### config.mk
export PLATFORM = sky130hd
export DESIGN_NAME = axi4_lite_req_master
export DESIGN_NICKNAME = d
export VERILOG_FILES = /design/src/rtl/dma_axi_pkg.sv /design/src/rtl/axi4_lite_timeout_cnt.sv /design/src/rtl/axi4_lite_req_master.sv
export SDC_FILE = /design/constraint.sdc
export NUM_CORES = 1
export LEC_CHECK = 0
export ABC_AREA = 1
export BUFFER_PORTS_ARGS = -buffer_cell sky130_fd_sc_hd__buf_2
export CAP_MARGIN = 10
export CORE_ASPECT_RATIO = 0.8
export CORE_MARGIN = 2
export CORE_UTILIZATION = 35
export CTS_BUF_LIST = sky130_fd_sc_hd__clkbuf_2 sky130_fd_sc_hd__clkbuf_4 sky130_fd_sc_hd__clkbuf_8
export DETAILED_ROUTE_END_ITERATION = 8
export PLACE_DENSITY = 0.63
export SYNTH_ARGS = -nofsm -noshare
export SYNTH_HDL_FRONTEND = slang
export SYNTH_HIERARCHICAL = 1
export SYNTH_SLANG_ARGS = --single-unit
### constraint.sdc
create_clock -name ACLK -period 3.5 [get_ports ACLK]
set_input_delay 0.525 -clock ACLK [delete_from_list [all_inputs] [get_ports ACLK]]
set_output_delay 0.525 -clock ACLK [all_outputs]
set_load 0.02 [all_outputs]
### src/rtl/dma_axi_pkg.sv
// dma_axi_pkg: AXI response codes, request-master states and timeout fill pattern
package dma_axi_pkg;
  localparam logic [1:0] AXI_RESP_OKAY   = 2'b00;
  localparam logic [1:0] AXI_RESP_EXOKAY = 2'b01;
  localparam logic [1:0] AXI_RESP_SLVERR = 2'b10;
  localparam logic [1:0] AXI_RESP_DECERR = 2'b11;
  localparam logic [31:0] TIMEOUT_FILL = 32'hDEADBEEF;
  typedef enum logic [2:0] {
    IDLE,
    WR_ADDR_DATA,
    WR_RESP,
    RD_ADDR,
    RD_DATA,
    RESPOND
  } axil_state_e;
endpackage

### src/rtl/axi4_lite_timeout_cnt.sv
// axi4_lite_timeout_cnt: saturating transaction-age counter with expiry flag
module axi4_lite_timeout_cnt #(
  parameter int unsigned TIMEOUT_CYCLES = 1024
) (
  input  logic ACLK,
  input  logic ARESETN,
  input  logic clr,
  input  logic en,
  output logic expired
);
  localparam int CW = $clog2(TIMEOUT_CYCLES);
  localparam logic [CW-1:0] LAST = CW'(TIMEOUT_CYCLES - 1);
  logic [CW-1:0] cnt;
  always_ff @(posedge ACLK or negedge ARESETN) begin
    if (!ARESETN) cnt <= '0;
    else if (clr) cnt <= '0;
    else if (en && cnt != LAST) cnt <= cnt + 1'b1;
  end
  assign expired = cnt == LAST;
endmodule

### src/rtl/axi4_lite_req_master.sv
// axi4_lite_req_master: single-outstanding host register request to AXI4-Lite master bridge with timeout
module axi4_lite_req_master
  import dma_axi_pkg::*;
#(
  parameter int unsigned DATA_WIDTH     = 32,
  parameter int unsigned ADDR_WIDTH     = 32,
  parameter int unsigned TIMEOUT_CYCLES = 1024
) (
  input  logic                    ACLK,
  input  logic                    ARESETN,
  input  logic                    req_valid,
  output logic                    req_ready,
  input  logic                    req_write,
  input  logic [ADDR_WIDTH-1:0]   req_addr,
  input  logic [DATA_WIDTH-1:0]   req_wdata,
  input  logic [DATA_WIDTH/8-1:0] req_strb,
  output logic                    rsp_valid,
  input  logic                    rsp_ready,
  output logic [DATA_WIDTH-1:0]   rsp_rdata,
  output logic [1:0]              rsp_resp,
  output logic                    rsp_timeout,
  output logic [ADDR_WIDTH-1:0]   M_AWADDR,
  output logic                    M_AWVALID,
  input  logic                    M_AWREADY,
  output logic [DATA_WIDTH-1:0]   M_WDATA,
  output logic [DATA_WIDTH/8-1:0] M_WSTRB,
  output logic                    M_WVALID,
  input  logic                    M_WREADY,
  input  logic [1:0]              M_BRESP,
  input  logic                    M_BVALID,
  output logic                    M_BREADY,
  output logic [ADDR_WIDTH-1:0]   M_ARADDR,
  output logic                    M_ARVALID,
  input  logic                    M_ARREADY,
  input  logic [DATA_WIDTH-1:0]   M_RDATA,
  input  logic [1:0]              M_RRESP,
  input  logic                    M_RVALID,
  output logic                    M_RREADY
);
  axil_state_e state, state_n;
  logic aw_done, w_done, aw_done_n, w_done_n;
  logic awvalid_n, wvalid_n, arvalid_n, abort, cnt_clr, expired, to_n;
  logic [ADDR_WIDTH-1:0] addr_n;
  logic [DATA_WIDTH-1:0] wdata_n, rdata_n;
  logic [DATA_WIDTH/8-1:0] strb_n;
  logic [1:0] resp_n;
  assign req_ready = state == IDLE;
  assign M_ARADDR  = M_AWADDR;
  axi4_lite_timeout_cnt #(.TIMEOUT_CYCLES(TIMEOUT_CYCLES)) u_timeout (
    .ACLK    (ACLK),
    .ARESETN (ARESETN),
    .clr     (cnt_clr),
    .en      (state != IDLE && state != RESPOND),
    .expired (expired)
  );
  always_comb begin
    state_n   = state;
    aw_done_n = aw_done;
    w_done_n  = w_done;
    awvalid_n = M_AWVALID;
    wvalid_n  = M_WVALID;
    arvalid_n = M_ARVALID;
    addr_n    = M_AWADDR;
    wdata_n   = M_WDATA;
    strb_n    = M_WSTRB;
    rdata_n   = rsp_rdata;
    resp_n    = rsp_resp;
    to_n      = rsp_timeout;
    cnt_clr   = 1'b0;
    abort     = 1'b0;
    case (state)
      IDLE: if (req_valid) begin
        addr_n    = req_addr;
        wdata_n   = req_wdata;
        strb_n    = req_strb;
        cnt_clr   = 1'b1;
        aw_done_n = 1'b0;
        w_done_n  = 1'b0;
        awvalid_n = req_write;
        wvalid_n  = req_write;
        arvalid_n = !req_write;
        state_n   = req_write ? WR_ADDR_DATA : RD_ADDR;
      end
      WR_ADDR_DATA: begin
        aw_done_n = aw_done | (M_AWVALID & M_AWREADY);
        w_done_n  = w_done | (M_WVALID & M_WREADY);
        awvalid_n = M_AWVALID & ~M_AWREADY;
        wvalid_n  = M_WVALID & ~M_WREADY;
        if (aw_done_n && w_done_n) state_n = WR_RESP;
        else abort = expired;
      end
      WR_RESP: if (M_BVALID) begin
        rdata_n = '0;
        resp_n  = M_BRESP;
        to_n    = 1'b0;
        state_n = RESPOND;
      end else abort = expired;
      RD_ADDR: if (M_ARREADY) begin
        arvalid_n = 1'b0;
        state_n   = RD_DATA;
      end else abort = expired;
      RD_DATA: if (M_RVALID) begin
        rdata_n = M_RDATA;
        resp_n  = M_RRESP;
        to_n    = 1'b0;
        state_n = RESPOND;
      end else abort = expired;
      RESPOND: if (rsp_ready) state_n = IDLE;
      default: state_n = IDLE;
    endcase
    // a hung slave is abandoned: VALIDs are withdrawn mid-handshake on purpose
    if (abort) begin
      awvalid_n = 1'b0;
      wvalid_n  = 1'b0;
      arvalid_n = 1'b0;
      rdata_n   = DATA_WIDTH'(TIMEOUT_FILL);
      resp_n    = AXI_RESP_SLVERR;
      to_n      = 1'b1;
      state_n   = RESPOND;
    end
  end
  always_ff @(posedge ACLK or negedge ARESETN) begin
    if (!ARESETN) begin
      state       <= IDLE;
      aw_done     <= 1'b0;
      w_done      <= 1'b0;
      M_AWVALID   <= 1'b0;
      M_WVALID    <= 1'b0;
      M_ARVALID   <= 1'b0;
      M_AWADDR    <= '0;
      M_WDATA     <= '0;
      M_WSTRB     <= '0;
      M_BREADY    <= 1'b1;
      M_RREADY    <= 1'b1;
      rsp_valid   <= 1'b0;
      rsp_rdata   <= '0;
      rsp_resp    <= AXI_RESP_OKAY;
      rsp_timeout <= 1'b0;
    end else begin
      state       <= state_n;
      aw_done     <= aw_done_n;
      w_done      <= w_done_n;
      M_AWVALID   <= awvalid_n;
      M_WVALID    <= wvalid_n;
      M_ARVALID   <= arvalid_n;
      M_AWADDR    <= addr_n;
      M_WDATA     <= wdata_n;
      M_WSTRB     <= strb_n;
      M_BREADY    <= state_n == IDLE || state_n == WR_RESP;
      M_RREADY    <= state_n == IDLE || state_n == RD_DATA;
      rsp_valid   <= state_n == RESPOND;
      rsp_rdata   <= rdata_n;
      rsp_resp    <= resp_n;
      rsp_timeout <= to_n;
    end
  end
endmodule

# Yosys cells after proc, flatten, opt, wreduce, memory -nomap -nowiden
# Index checks and enable logic that the tools add are counted.
[classes]
addsub = 1
mul = 0
div_mod_pow = 0
order_cmp = 0
n_eq_ne = 16
shift = 0
n_mux = 42
bitwise = 8
n_reduce_logical = 19
[op_table]
columns = ["operator", "count"]
rows = [
  ["$mux 32", 3],
  ["$pmux 32 s2", 1],
  ["$mux 3", 7],
  ["$mux 10", 2],
  ["$pmux 3 s6", 1],
  ["$mux 1", 16],
  ["$eq 3x3->1 const B", 4],
  ["$ne 3x3->1 const B", 4],
  ["$pmux 1 s2", 6],
  ["$reduce_bool 3->1", 4],
  ["$add 10x1->10 const B", 1],
  ["$eq 10x10->1 const B", 1],
  ["$ne 10x10->1 const B", 1],
  ["$eq 3x2->1 const B", 3],
  ["$mux 2", 4],
  ["$logic_not 3->1", 2],
  ["$reduce_and 2->1", 3],
  ["$reduce_and 3->1", 2],
  ["$and 1x1->1", 4],
  ["$pmux 1 s4", 1],
  ["$pmux 2 s2", 1],
  ["$reduce_bool 2->1", 2],
  ["$eq 3x1->1 const B", 1],
  ["$logic_and 1x1->1", 3],
  ["other kinds (6)", 9],
]
[word_totals]
reg_bits = 124
latchBits = 0
ramBits = 0
romBits = 0
inputBits = 114
n_memories = 0

# Depth between registers and ports, before layout
# Gate-level depths: netlist (run 1).
[logic_depth]
word_depth = 8
ltp_mapped = 16
mapped_depth_nobuf = 14

# Modules after synthesis
# Netlist (run 1), hierarchy kept.
[modules_own_cells]
columns = ["mod", "n_inst", "cells_per_inst", "area_each_um2", "seq_area_each_um2"]
rows = [
  ["axi4_lite_req_master", 1, 583, 4909.7, 2855.2],
  ["axi4_lite_timeout_cnt", 1, 94, 668.1, 250.2],
]

# Least setup slack after synthesis (run 1)
# Ideal clock, no wire load.
[synth_path]
path_type = "register to register"
start = "reg state[0]"
end = "reg u_timeout.cnt[0]"
setup_ns = 0.117
arrival_time_ns = 2.112
required_time_ns = 3.383
slack_ns = 1.270
stages_incl_launch_ff = 11
path_buffers = 2
cell_sequence = "dfrtp_1 -> nor2_1 -> inv_1 -> nor2_1 -> nand2_1 -> inv_2 -> clkbuf_1 -> inv_1 -> buf_2 -> nand3_1 -> nand2_1"
[synth_between]
elab_cells_between_ends = 8
classes_between = "1 x eq/ne; 2 x mux; 5 x reduce/logical"
[synth_rtl]
columns = ["item", "line", "rtl"]
rows = [
  ["start, declared", "axi4_lite_req_master.sv:40", "axil_state_e state, state_n;"],
  ["start signal, assigned", "axi4_lite_req_master.sv:140", "state <= state_n;"],
  ["$logic_not 3->1 *", "n/a", ""],
  ["via req_ready", "axi4_lite_req_master.sv:12", "output logic req_ready,"],
  ["$mux 1 *", "axi4_lite_req_master.sv:71", "case (state)"],
  ["via cnt_clr", "axi4_lite_req_master.sv:42", "logic awvalid_n, wvalid_n, arvalid_n, abort, cnt_clr, expired, to_n;"],
  ["$mux 10 or $reduce_bool 2->1 (tied branches)", "n/a", ""],
  ["end signal, assigned", "axi4_lite_timeout_cnt.sv:17", "else if (en && cnt != LAST) cnt <= cnt + 1'b1;"],
  ["end, declared", "axi4_lite_timeout_cnt.sv:13", "logic [CW-1:0] cnt;"],
]
# Mark *: on every way through the listed nets, which the timed path passes. The rest lies on a longest branch.
# A chain may end at the register's enable or synchronous reset.

# Final worst setup path (run 1)
[layout_path]
start = "reg u_timeout.cnt[0]"
end = "reg rsp_rdata[28]"
[layout_between]
elab_chain_len = 5
elab_cells_between_ends = 11
classes_between = "3 x eq/ne; 6 x mux; 2 x reduce/logical"
[layout_lines]
columns = ["item", "line", "rtl"]
rows = [
  ["$eq 10x10->1 *", "axi4_lite_timeout_cnt.sv:19", "assign expired = cnt == LAST;"],
  ["via expired", "axi4_lite_req_master.sv:42", ""],
  ["$mux 1, on equally long branches", "n/a", ""],
  ["$pmux 1 s4 *", "axi4_lite_req_master.sv:71", ""],
  ["$ne 3x3->1 (no line) or $reduce_bool 3->1 (tied branches)", "n/a", ""],
  ["$reduce_and 3->1 (no line)", "n/a", ""],
  ["end signal, assigned", "axi4_lite_req_master.sv:152", "rsp_rdata <= rdata_n;"],
  ["end, declared", "axi4_lite_req_master.sv:19", "output logic [DATA_WIDTH-1:0] rsp_rdata,"],
]
# Marks and branches as above.

==> impl_metrics.toml, run 1 <==
[layout]
n_fill_cell = 1591
fin_nets = 1011
fin_area_sq_mm = 0.00721
post-route-util_pct = 46.0
syn_to_final_growth_pct = 29.3
antennaDiodeCount = 0
drive_gt1_share_pct = 34.4

[power_and_ir_drop]
peakVddDrop_v = 0.000482
p_total_mw = 7.00
power.leakage_nw = 4.11
sw_frac_of_total_pct = 46.2
clkPwrFrac_pct = 19.8
p_int_mw = 3.76
seqPwrFrac_pct = 34.8
p_switching_mw = 3.23
p_comb_share_pct = 45.4
powerDensity_mw_per_mm2 = 970

[sta]
clock_skew_ns = 0.0190
maxSlewViolCount = 0
clock.fmax_mhz = 367
rsz0062_at_grt = "no"
timing.final.crit_share_pct = 77.9
period_minus_slack_ns = 2.72
slew_headroom_pct = 32.9
layout_setup_ws_ns = 0.775
setup_tns_ns = 0
hold_viol_final = 0
finalSetupViolations = 0
worst_pin_slew_ns = 1.01

[critical_path]
worstPathArrival_ns = 3.00
endpoint_kind = "flop"
cp_common_cell = "inv_2"
critPathMaxFanout = 67
cp_cell_sequence = "ha_1 -> nand2_2 -> nor2_4 -> nand3_4 -> inv_1 -> nand2_1 -> nor2_1 -> nor2_2 -> nand3_2 -> inv_2 -> o21ai_2 -> inv_2 -> o21ai_0"
slowest_delay_ns = 0.73
worstPathRequired_ns = 3.78
crit_path_top_delay_cell = "inv_2"
crit_type = "flop to flop"
startpoint_type = "flop"

[detailed_routing]
post_drt_wl_per_cell_microns = 13.6
drtPass1Iterations = 4
drcViolationCount = 0
route.vias.total = 5054
dr.first_iter.drc_count = 253
routed_via_density = 4.50
ant_nets = 0
drt-total-wl_microns = 15200

[synth]
synth_xor_area_share_pct = 0
synth.distinct_cells = 29
synth-async-reset-ratio_pct = 100
synth-simple-area-share_pct = 27.8
ys_warn_count = 6
synthDominantCellAreaShare_pct = 54.7
yosysSeqAreaShare_pct = 55.7
yosys_most_used_dff = "dfrtp_1"
netlist.top_cell.by_area = "dfrtp_1"
postSynthCellCount = 677
muxShareOfSynthArea_pct = 0
synth_compound_area_share_pct = 7.00
synth-edff-count = 0
syn-num-nets = 792
syn_area_per_cell_sq_um = 8.24
synth_area_leaders = "dfrtp_1, nand2_1, buf_4"
synth_top_family_by_area = "simple AND/OR/NAND/NOR gates"
synth_area_sq_mm = 0.00558
ys_ff_latch = 124
synthTopCellsByCount = "nand2_1, dfrtp_1, buf_4, nor2_1, o21ai_1"
yosysMostFrequentCell = "nand2_1"
yosys.area_share.adder_pct = 0.224

[grt]
grt_pass1_vias = 4690
antenna_found_initial = 0
grt_overflow = 0
grt.total_usage_pct = 18.3
grt_pass1_wl_microns = 24200
grt_max_degree = 70

[clocking]
ctsHtreeMaxLevel = 4
clock-root-buffer = "clkbuf_8"
hold_buffers = 0
clkLatencyLatePin_ns = 0.44
cts.clk_slew.worst_paths_ns = 0.08
clock_path_buffers = 2
cts_resized = 0
postCtsSetupBuffers = 0
cts_tree = "built"
cts_inserted_buffers = 17
clock_sinks = 124

[floorplanning]
fp.coreArea_sq_mm = 0.0157
die_area_sq_mm = 0.0170
die_y_microns = 117
die_x_microns = 145
io_pins = 256
start_util_pct = 35.5
rows = 41

[hold_path]
min_path_type = "input port to asynchronous set/reset pin"

[outcome]
status = "finished, final reports clean"

[place]
hpwl_microns = 10900
dpl-instance-area_sq_mm = 0.00678
gp_congestion = 0.832
pre_cts_ws_ns = 0.795
numPortBuffers = 255

[run]
drv_cap = 0
[worst paths after layout]
path | start | end | slack, ns | cells after the start
hold reg to reg | rsp_resp[0]$_DFFE_PN0P_ | rsp_resp[0]$_DFFE_PN0P_ | 0.47 | 2
min in group ACLK | req_wdata[15] | M_WDATA[15]$_DFFE_PN0P_ | 0.27 | 3
setup reg to reg | u_timeout/cnt[0]$_DFFE_PN0P_ | rsp_rdata[28]$_DFFE_PN0P_ | 0.78 | 13
setup / recovery | u_timeout/cnt[0]$_DFFE_PN0P_ | rsp_rdata[28]$_DFFE_PN0P_ | 0.78 | 13
hold / removal | ARESETN | rsp_rdata[26]$_DFFE_PN0P_ | 0.15 | 1
max in group asynchronous | ARESETN | M_BREADY$_DFF_PN1_ | 2.48 | 2
[cell type report]
class	instances	area (sq um)	share of cell area [%]
sequential	124	3110	43.0
clock inverter	15	200	2.77
tap	215	269	3.73
multi-input combinational	460	1960	27.1
timing repair buffer	262	1330	18.5
clock buffer	17	234	3.24
inverter	31	116	1.61
[power groups by stage]
stage / sequential [mW] / clock (mW) / combinational (mW)
6_report: 2.43 / 1.39 / 3.18
5_1_grt: 2.51 / 1.51 / 3.53
2_1_floorplan: 3.09 / 0 / 1.70
3_3_place_gp: 2.45 / 0 / 3.18
3_5_place_dp: 2.43 / 0 / 3.23
4_1_cts: 2.44 / 1.44 / 3.22
[layout by cell type, fill, tap and decap left out]
cell type and instances:
a21oi_1 30, buf_2 254, buf_4 8, bufinv_16 3, clkbuf_8 17, clkinv_4 2, clkinvlp_4 2, dfrtp_1 122
dfstp_2 2, ha_1 1, inv_1 26, inv_2 5, inv_6 5, inv_8 3, nand2_1 303, nand2_2 2
nand2_4 1, nand3_1 31, nand3_2 2, nand3_4 1, nand3b_1 2, nand4_1 1, nor2_1 32, nor2_2 2
nor2_4 2, nor3_1 5, o21a_1 2, o21ai_0 8, o21ai_1 32, o21ai_2 2, o21bai_1 1
[state kept, by name (all words and copies together), names as in the netlist, 2 cells and up]
signal         flops
state              3
M_ARADDR          32
M_WDATA           32
M_WSTRB            4
rsp_resp           2
rsp_rdata         32
u_timeout/cnt     10
[critical path: cells and delay by family (launching register included)]
family	cells	cell delay, ns
buffers and inverters	3	1.01
and+or+nand+nor	7	0.58
DFF	1	0.42
AOI/OAI and AO/OA	2	0.29
adders and majority gates	1	0.23
[cells by family after synthesis]
| logic type | after synthesis |
|---|---|
| AND/OR/NAND/NOR | 384 |
| flip-flops | 124 |
| buffers and inverters | 93 |
| AO/OA/AOI/OAI | 75 |
| adder cells (fa/ha/maj) | 1 |
[routing by layer]
layer	up-vias	wire length, microns	share of wire (%)	track usage (%)
met5	-	0	0	0
met4	0	131	0.86	5.49
met3	7	1310	8.6	6.63
met2	193	7060	46	29.4
met1	2324	6740	44	23.6
li1	2530	-	-	-
[through the flow]
stage                     std cells  hold slack (ns)
final                          1124            0.153
after global routing           1124            0.178
after CTS                      1124            0.175
after detailed placement       1092            0.458
after global placement         1092            0.453
after floorplan                 677            0.229
(Power assumes the default switching activity.)
==> run 2: changes to the inputs <==
--- a/config.mk
+++ b/config.mk
@@ -13,7 +13,7 @@
 export CORE_UTILIZATION = 35
 export CTS_BUF_LIST = sky130_fd_sc_hd__clkbuf_2 sky130_fd_sc_hd__clkbuf_4 sky130_fd_sc_hd__clkbuf_8
 export DETAILED_ROUTE_END_ITERATION = 8
-export PLACE_DENSITY = 0.63
+export PLACE_DENSITY = 0.65
 export SYNTH_ARGS = -nofsm -noshare
 export SYNTH_HDL_FRONTEND = slang
 export SYNTH_HIERARCHICAL = 1
==> constraint.sdc (replaced) <==
create_clock -name ACLK -period 2.5 [get_ports ACLK]
set_input_delay 0.375 -clock ACLK [delete_from_list [all_inputs] [get_ports ACLK]]
set_output_delay 0.375 -clock ACLK [all_outputs]
set_load 0.02 [all_outputs]
==> run 2 against run 1 <==
Against the previous run:
- critical path depth increased by 1
- setup slack got worse by 0.48 ns
- global-route usage decreased by 0.090 points
- cell count increased by 0.53%
- critical endpoint unchanged
- largest power group unchanged
- highest routed layer unchanged
==> impl_metrics.toml, run 2 (synthesis gave the netlist of run 1 again) <==
[place]
numPortBuffers = 255
gp_congestion = 0.826
hpwl_microns = 11000

[grt]
grt.total_usage_pct = 18.2
grt_pass1_vias = 4752
grt_overflow = 0
antenna_found_initial = 0
grt_max_degree = 68
grt_pass1_wl_microns = 24300

[clocking]
postCtsSetupBuffers = 0
cts.clk_slew.worst_paths_ns = 0.08
cts_resized = 0
cts_tree = "built"
clock_path_buffers = 2
ctsHtreeMaxLevel = 4
clock_sinks = 124
clock-root-buffer = "clkbuf_8"
cts_inserted_buffers = 17
hold_buffers = 1
clkLatencyLatePin_ns = 0.44

[sta]
period_minus_slack_ns = 2.20
timing.final.crit_share_pct = 88.1
hold_viol_final = 0
finalSetupViolations = 0
slew_headroom_pct = 63.4
maxSlewViolCount = 0
rsz0062_at_grt = "no"
setup_tns_ns = 0
clock_skew_ns = 0.0151
worst_pin_slew_ns = 0.549
clock.fmax_mhz = 454

[critical_path]
worstPathArrival_ns = 2.52
timing.rr.end = "rsp_rdata[28]$_DFFE_PN0P_"
reg2reg_from = "u_timeout/cnt[0]$_DFFE_PN0P_"
critPathMaxFanout = 67
r2r_setup_slack_ns = 0.30
worstPathRequired_ns = 2.81
crit_type = "flop to flop"
rr_worst_depth = 14
endpoint_kind = "flop"
startpoint_type = "flop"

[detailed_routing]
ant_nets = 0
drtPass1Iterations = 5
drcViolationCount = 0
drt-total-wl_microns = 15300
routed_via_density = 4.49
post_drt_wl_per_cell_microns = 13.5
route.vias.total = 5076
dr.first_iter.drc_count = 255

[layout]
fin_nets = 1015
drive_gt1_share_pct = 34.6
syn_to_final_growth_pct = 31.2
layout_commonest_cell = "nand2_1"
layout_common_cells = "nand2_1, buf_2, dfrtp_1, nor2_1, o21ai_1"

[hold_path]
min_path_type = "input port to flop"
min_from = "req_strb[0]"
hold_depth = 3
min_to = "M_WSTRB[0]$_DFFE_PN0P_"

[power_and_ir_drop]
p_total_mw = 9.97
power.leakage_nw = 4.17
powerDensity_mw_per_mm2 = 1360
peakVddDrop_v = 0.000692

[floorplanning]
rows = 41
die_area_sq_mm = 0.0170
fp.coreArea_sq_mm = 0.0157
die_x_microns = 145
io_pins = 256
die_y_microns = 117
start_util_pct = 35.5

[run]
drv_cap = 0

[outcome]
status = "finished, final reports clean"
-- run 2: cell types whose count changed in the layout (fill, tap and decap cells not counted), moves of 2 or more --
cell	change
clkinvlp_4	-2
clkbuf_8	+2
clkinv_2	+2
inv_8	-3
buf_12	+2
clkbuf_4	+3
inv_6	-4
bufinv_16	+2
diode_2	+2
-- run 2: area by class of cell --
class                   instances  area, sq um
fillers                      1614         8380
flip-flops and latches        124         3110
multi-input cells             460         1960
repair buffers                266         1390
clock buffers                  22          284
well taps                     215          269
clock inverters                10          186
inverters                      31          116
diodes                          2         5.00
-- run 2: per-layer routing --
| metal | GRT usage, % | up-vias | part of all wire, % |
|---|---|---|---|
| met1 | 24.1 | 2308 | 46 |
| met2 | 28.3 | 217 | 45 |
| li1 | - | 2540 | - |
| met3 | 6.36 | 11 | 8.0 |
| met4 | 5.88 | 0 | 1.2 |
| met5 | 0 | - | 0 |
-- run 2: how the worst max path moves through the flow --
stage,start,endpoint,slack (ns),cells past startpoint
after floorplan,state[0]$_DFF_PN0_,u_timeout/cnt[0]$_DFFE_PN0P_,0.27,10
final,u_timeout/cnt[0]$_DFFE_PN0P_,rsp_rdata[28]$_DFFE_PN0P_,0.30,14
after global placement,u_timeout/cnt[0]$_DFFE_PN0P_,rsp_rdata[28]$_DFFE_PN0P_,0.36,14
after detailed placement,u_timeout/cnt[0]$_DFFE_PN0P_,rsp_rdata[28]$_DFFE_PN0P_,0.29,14
after CTS,u_timeout/cnt[0]$_DFFE_PN0P_,rsp_rdata[28]$_DFFE_PN0P_,0.28,14
after global routing,u_timeout/cnt[0]$_DFFE_PN0P_,rsp_rdata[29]$_DFFE_PN0P_,0.03,15
-- run 2: metrics by stage --
step                      hold slack (ns)  util [%]  worst slack (ns)  cell area [sq um]  instances
after floorplan                    0.0794         -             0.270               5580        677
after global placement              0.391      43.5             0.364               6830       1095
after detailed placement            0.390      43.5             0.288               6830       1095
after CTS                          0.0884      46.6             0.277               7310       1128
after global routing               0.0942      46.6            0.0306               7310       1128
final                               0.123      46.6             0.298               7320       1130
-- run 2: critical path, cell delays in order (launching register included) --
cell and delay [ns]:
dfrtp_1 0.41, ha_1 0.23, nand2_2 0.12, nor2_4 0.05, nand3_4 0.10, inv_1 0.08
nand2_1 0.07, nor2_1 0.05, nor2_2 0.10, nand3_2 0.08, inv_2 0.21, o21ai_2 0.11
inv_2 0.08, buf_12 0.26, o21ai_0 0.12
-- run 2: where the power goes --
part	internal (mW)	switching [mW]	total, mW
logic	1.42	3.06	4.48
clock network	1.28	0.802	2.08
registers	2.87	0.539	3.41
==> run 3: changes to the inputs <==
--- a/config.mk
+++ b/config.mk
@@ -5,7 +5,6 @@
 export SDC_FILE = /design/constraint.sdc
 export NUM_CORES = 1
 export LEC_CHECK = 0
-export ABC_AREA = 1
 export BUFFER_PORTS_ARGS = -buffer_cell sky130_fd_sc_hd__buf_2
 export CAP_MARGIN = 10
 export CORE_ASPECT_RATIO = 0.8
@@ -13,7 +12,7 @@
 export CORE_UTILIZATION = 35
 export CTS_BUF_LIST = sky130_fd_sc_hd__clkbuf_2 sky130_fd_sc_hd__clkbuf_4 sky130_fd_sc_hd__clkbuf_8
 export DETAILED_ROUTE_END_ITERATION = 8
-export PLACE_DENSITY = 0.65
+export PLACE_DENSITY = 0.66
 export SYNTH_ARGS = -nofsm -noshare
 export SYNTH_HDL_FRONTEND = slang
 export SYNTH_HIERARCHICAL = 1
==> run 3 against run 2 <==
Against the previous run:
- critical endpoint is now rsp_rdata[31]$_DFFE_PN0P_
- largest power group unchanged
- total power is 0.48% higher
- clock-buffer cell count fell by 3
- synthesized cell count shrank 19%
- largest cell class unchanged
==> impl_metrics.toml, run 3 <==
[critical_path]
r2r_setup_slack_ns = 0.27
startpoint = "state[0]$_DFF_PN0_"
worstPathRequired_ns = 2.87
startpoint_type = "flop"
endpoint_kind = "flop"
reg2reg_from = "state[0]$_DFF_PN0_"
critPathMaxFanout = 35
worstPathArrival_ns = 2.59
crit_type = "flop to flop"

[place]
dpl-instance-area_sq_mm = 0.00660
hpwl_microns = 9930
pre_cts_ws_ns = 0.360
gp_congestion = 0.801
numPortBuffers = 255
post-place-cells = 943

[sta]
maxSlewViolCount = 0
rsz0062_at_grt = "no"
worst_pin_slew_ns = 0.754
timing.final.crit_share_pct = 89.2
period_minus_slack_ns = 2.23
hold_viol_final = 0
finalSetupViolations = 0
layout_setup_ws_ns = 0.270
setup_tns_ns = 0
clock.fmax_mhz = 448
clock_skew_ns = 0.0110
slew_headroom_pct = 49.7

[synth]
synth.distinct_cells = 51
yosysMostFrequentCell = "nand2_1"
syn_area_per_cell_sq_um = 9.71
synth-edff-count = 0
netlist.top_cell.by_area = "dfrtp_1"
synth_area_sq_mm = 0.00535
syn-num-nets = 666
synth_area_leaders = "dfrtp_1, nand2_1, buf_4"
postSynthCellCount = 551
ys_ff_latch = 124
synthDominantCellAreaShare_pct = 57.1
yosysSeqAreaShare_pct = 58.0
yosys_most_used_dff = "dfrtp_1"
synthTopCellsByCount = "nand2_1, dfrtp_1, buf_4, a221o_1, nor2_1"
ys_warn_count = 6
synth-async-reset-ratio_pct = 100

[grt]
grt_pass1_wl_microns = 21500
grt.total_usage_pct = 17.0
grt_max_degree = 70
grt_pass1_vias = 4221
grt_overflow = 0
antenna_found_initial = 0

[layout]
post-route-util_pct = 47.5
syn_to_final_growth_pct = 32.9
finalNonFillerCells = 976
layout_commonest_cell = "buf_2"
fin_area_sq_mm = 0.00711
antennaDiodeCount = 0
drive_gt1_share_pct = 39.0
layout_common_cells = "buf_2, nand2_1, dfrtp_1, a221o_1, nor2_1"
fin_nets = 889

[detailed_routing]
dr.first_iter.drc_count = 327
route.vias.total = 4602
drt-total-wl_microns = 14000
routed_via_density = 4.72
drcViolationCount = 0
post_drt_wl_per_cell_microns = 14.3
drtPass1Iterations = 4
ant_nets = 0

[outcome]
status = "finished, final reports clean"

[power_and_ir_drop]
powerDensity_mw_per_mm2 = 1410
power.leakage_nw = 3.98
peakVddDrop_v = 0.000622

[clocking]
cts_tree = "built"
ctsHtreeMaxLevel = 4
clkLatencyLatePin_ns = 0.43
postCtsSetupBuffers = 0
cts_inserted_buffers = 17
cts.clk_slew.worst_paths_ns = 0.08
clock-root-buffer = "clkbuf_8"
clock_path_buffers = 2
clock_sinks = 124

[floorplanning]
fp.coreArea_sq_mm = 0.0150
rows = 40
io_pins = 256
die_y_microns = 115
start_util_pct = 35.8
die_area_sq_mm = 0.0163
die_x_microns = 142

[run]
drv_cap = 0

[hold_path]
min_path_type = "input port to flop"
min_from = "req_wdata[1]"
run 3: cell families after synthesis:
family                   after synthesis  synth area share (%)
AND/OR/NAND/NOR                      270                  20.7
flip-flops                           124                  58.0
AO/OA/AOI/OAI                         77                  11.5
buffers and inverters                 69                  7.69
multiplexers                           7                  1.36
XOR/XNOR                               3                 0.491
adder cells (fa/ha/maj)                1                 0.234
run 3: per-layer routing:
metal / vias to the layer above / GRT usage [%] / wire (microns)
met5: - / 0 / 0
met2: 144 / 27.9 / 6730
met1: 2191 / 21.9 / 6350
li1: 2253 / - / -
met4: 0 / 5.53 / 182
met3: 14 / 4.73 / 737
run 3: path summary, 6_finish.rpt:
check                                                 end  cells after the start
worst max-delay path            rsp_rdata[31]$_DFFE_PN0P_                      5
worst min-delay path               M_WDATA[1]$_DFFE_PN0P_                      3
worst max register to register  rsp_rdata[31]$_DFFE_PN0P_                      5
worst min register to register     M_WDATA[1]$_DFFE_PN0P_                      2
max in group asynchronous              M_BREADY$_DFF_PN1_                      3
min in group asynchronous            M_WVALID$_DFFE_PN0P_                      2
run 3: power by group:
part	internal [mW]	total [mW]	switching [mW]
sequential	2.88	3.47	0.597
combinational	1.53	4.37	2.84
clock	1.35	2.17	0.823
total	5.75	10.0	4.26
run 3: per-stage QoR:
stage	hold slack (ns)	power (mW)
6_report	0.123	10.0
5_1_grt	0.0912	10.7
4_1_cts	0.0860	10.1
3_5_place_dp	0.375	7.92
3_3_place_gp	0.371	7.85
2_1_floorplan	0.0794	6.60
run 3: worst max-delay path, cell delays in order, from the launching register on:
cell,delay [ns]
dfrtp_1,0.63
nor3b_1,0.47
o21ai_1,0.23
a21boi_4,0.26
buf_4,0.37
a221o_1,0.18
run 3: what timing repair did:
action | CTS | global route
endpoints found under the hold margin | 31 | 0
hold buffers | 1 | 0
resized for setup | 0 | 0
run 3: area by class of cell:
cell class | count | area, sq um
Clock inverter | 13 | 238
Fill cell | 1464 | 7850
Inverter | 7 | 26.3
Multi-Input combinational cell | 358 | 1840
Clock buffer | 19 | 262
Tap cell | 189 | 236
Timing Repair Buffer | 266 | 1400
Sequential cell | 124 | 3110
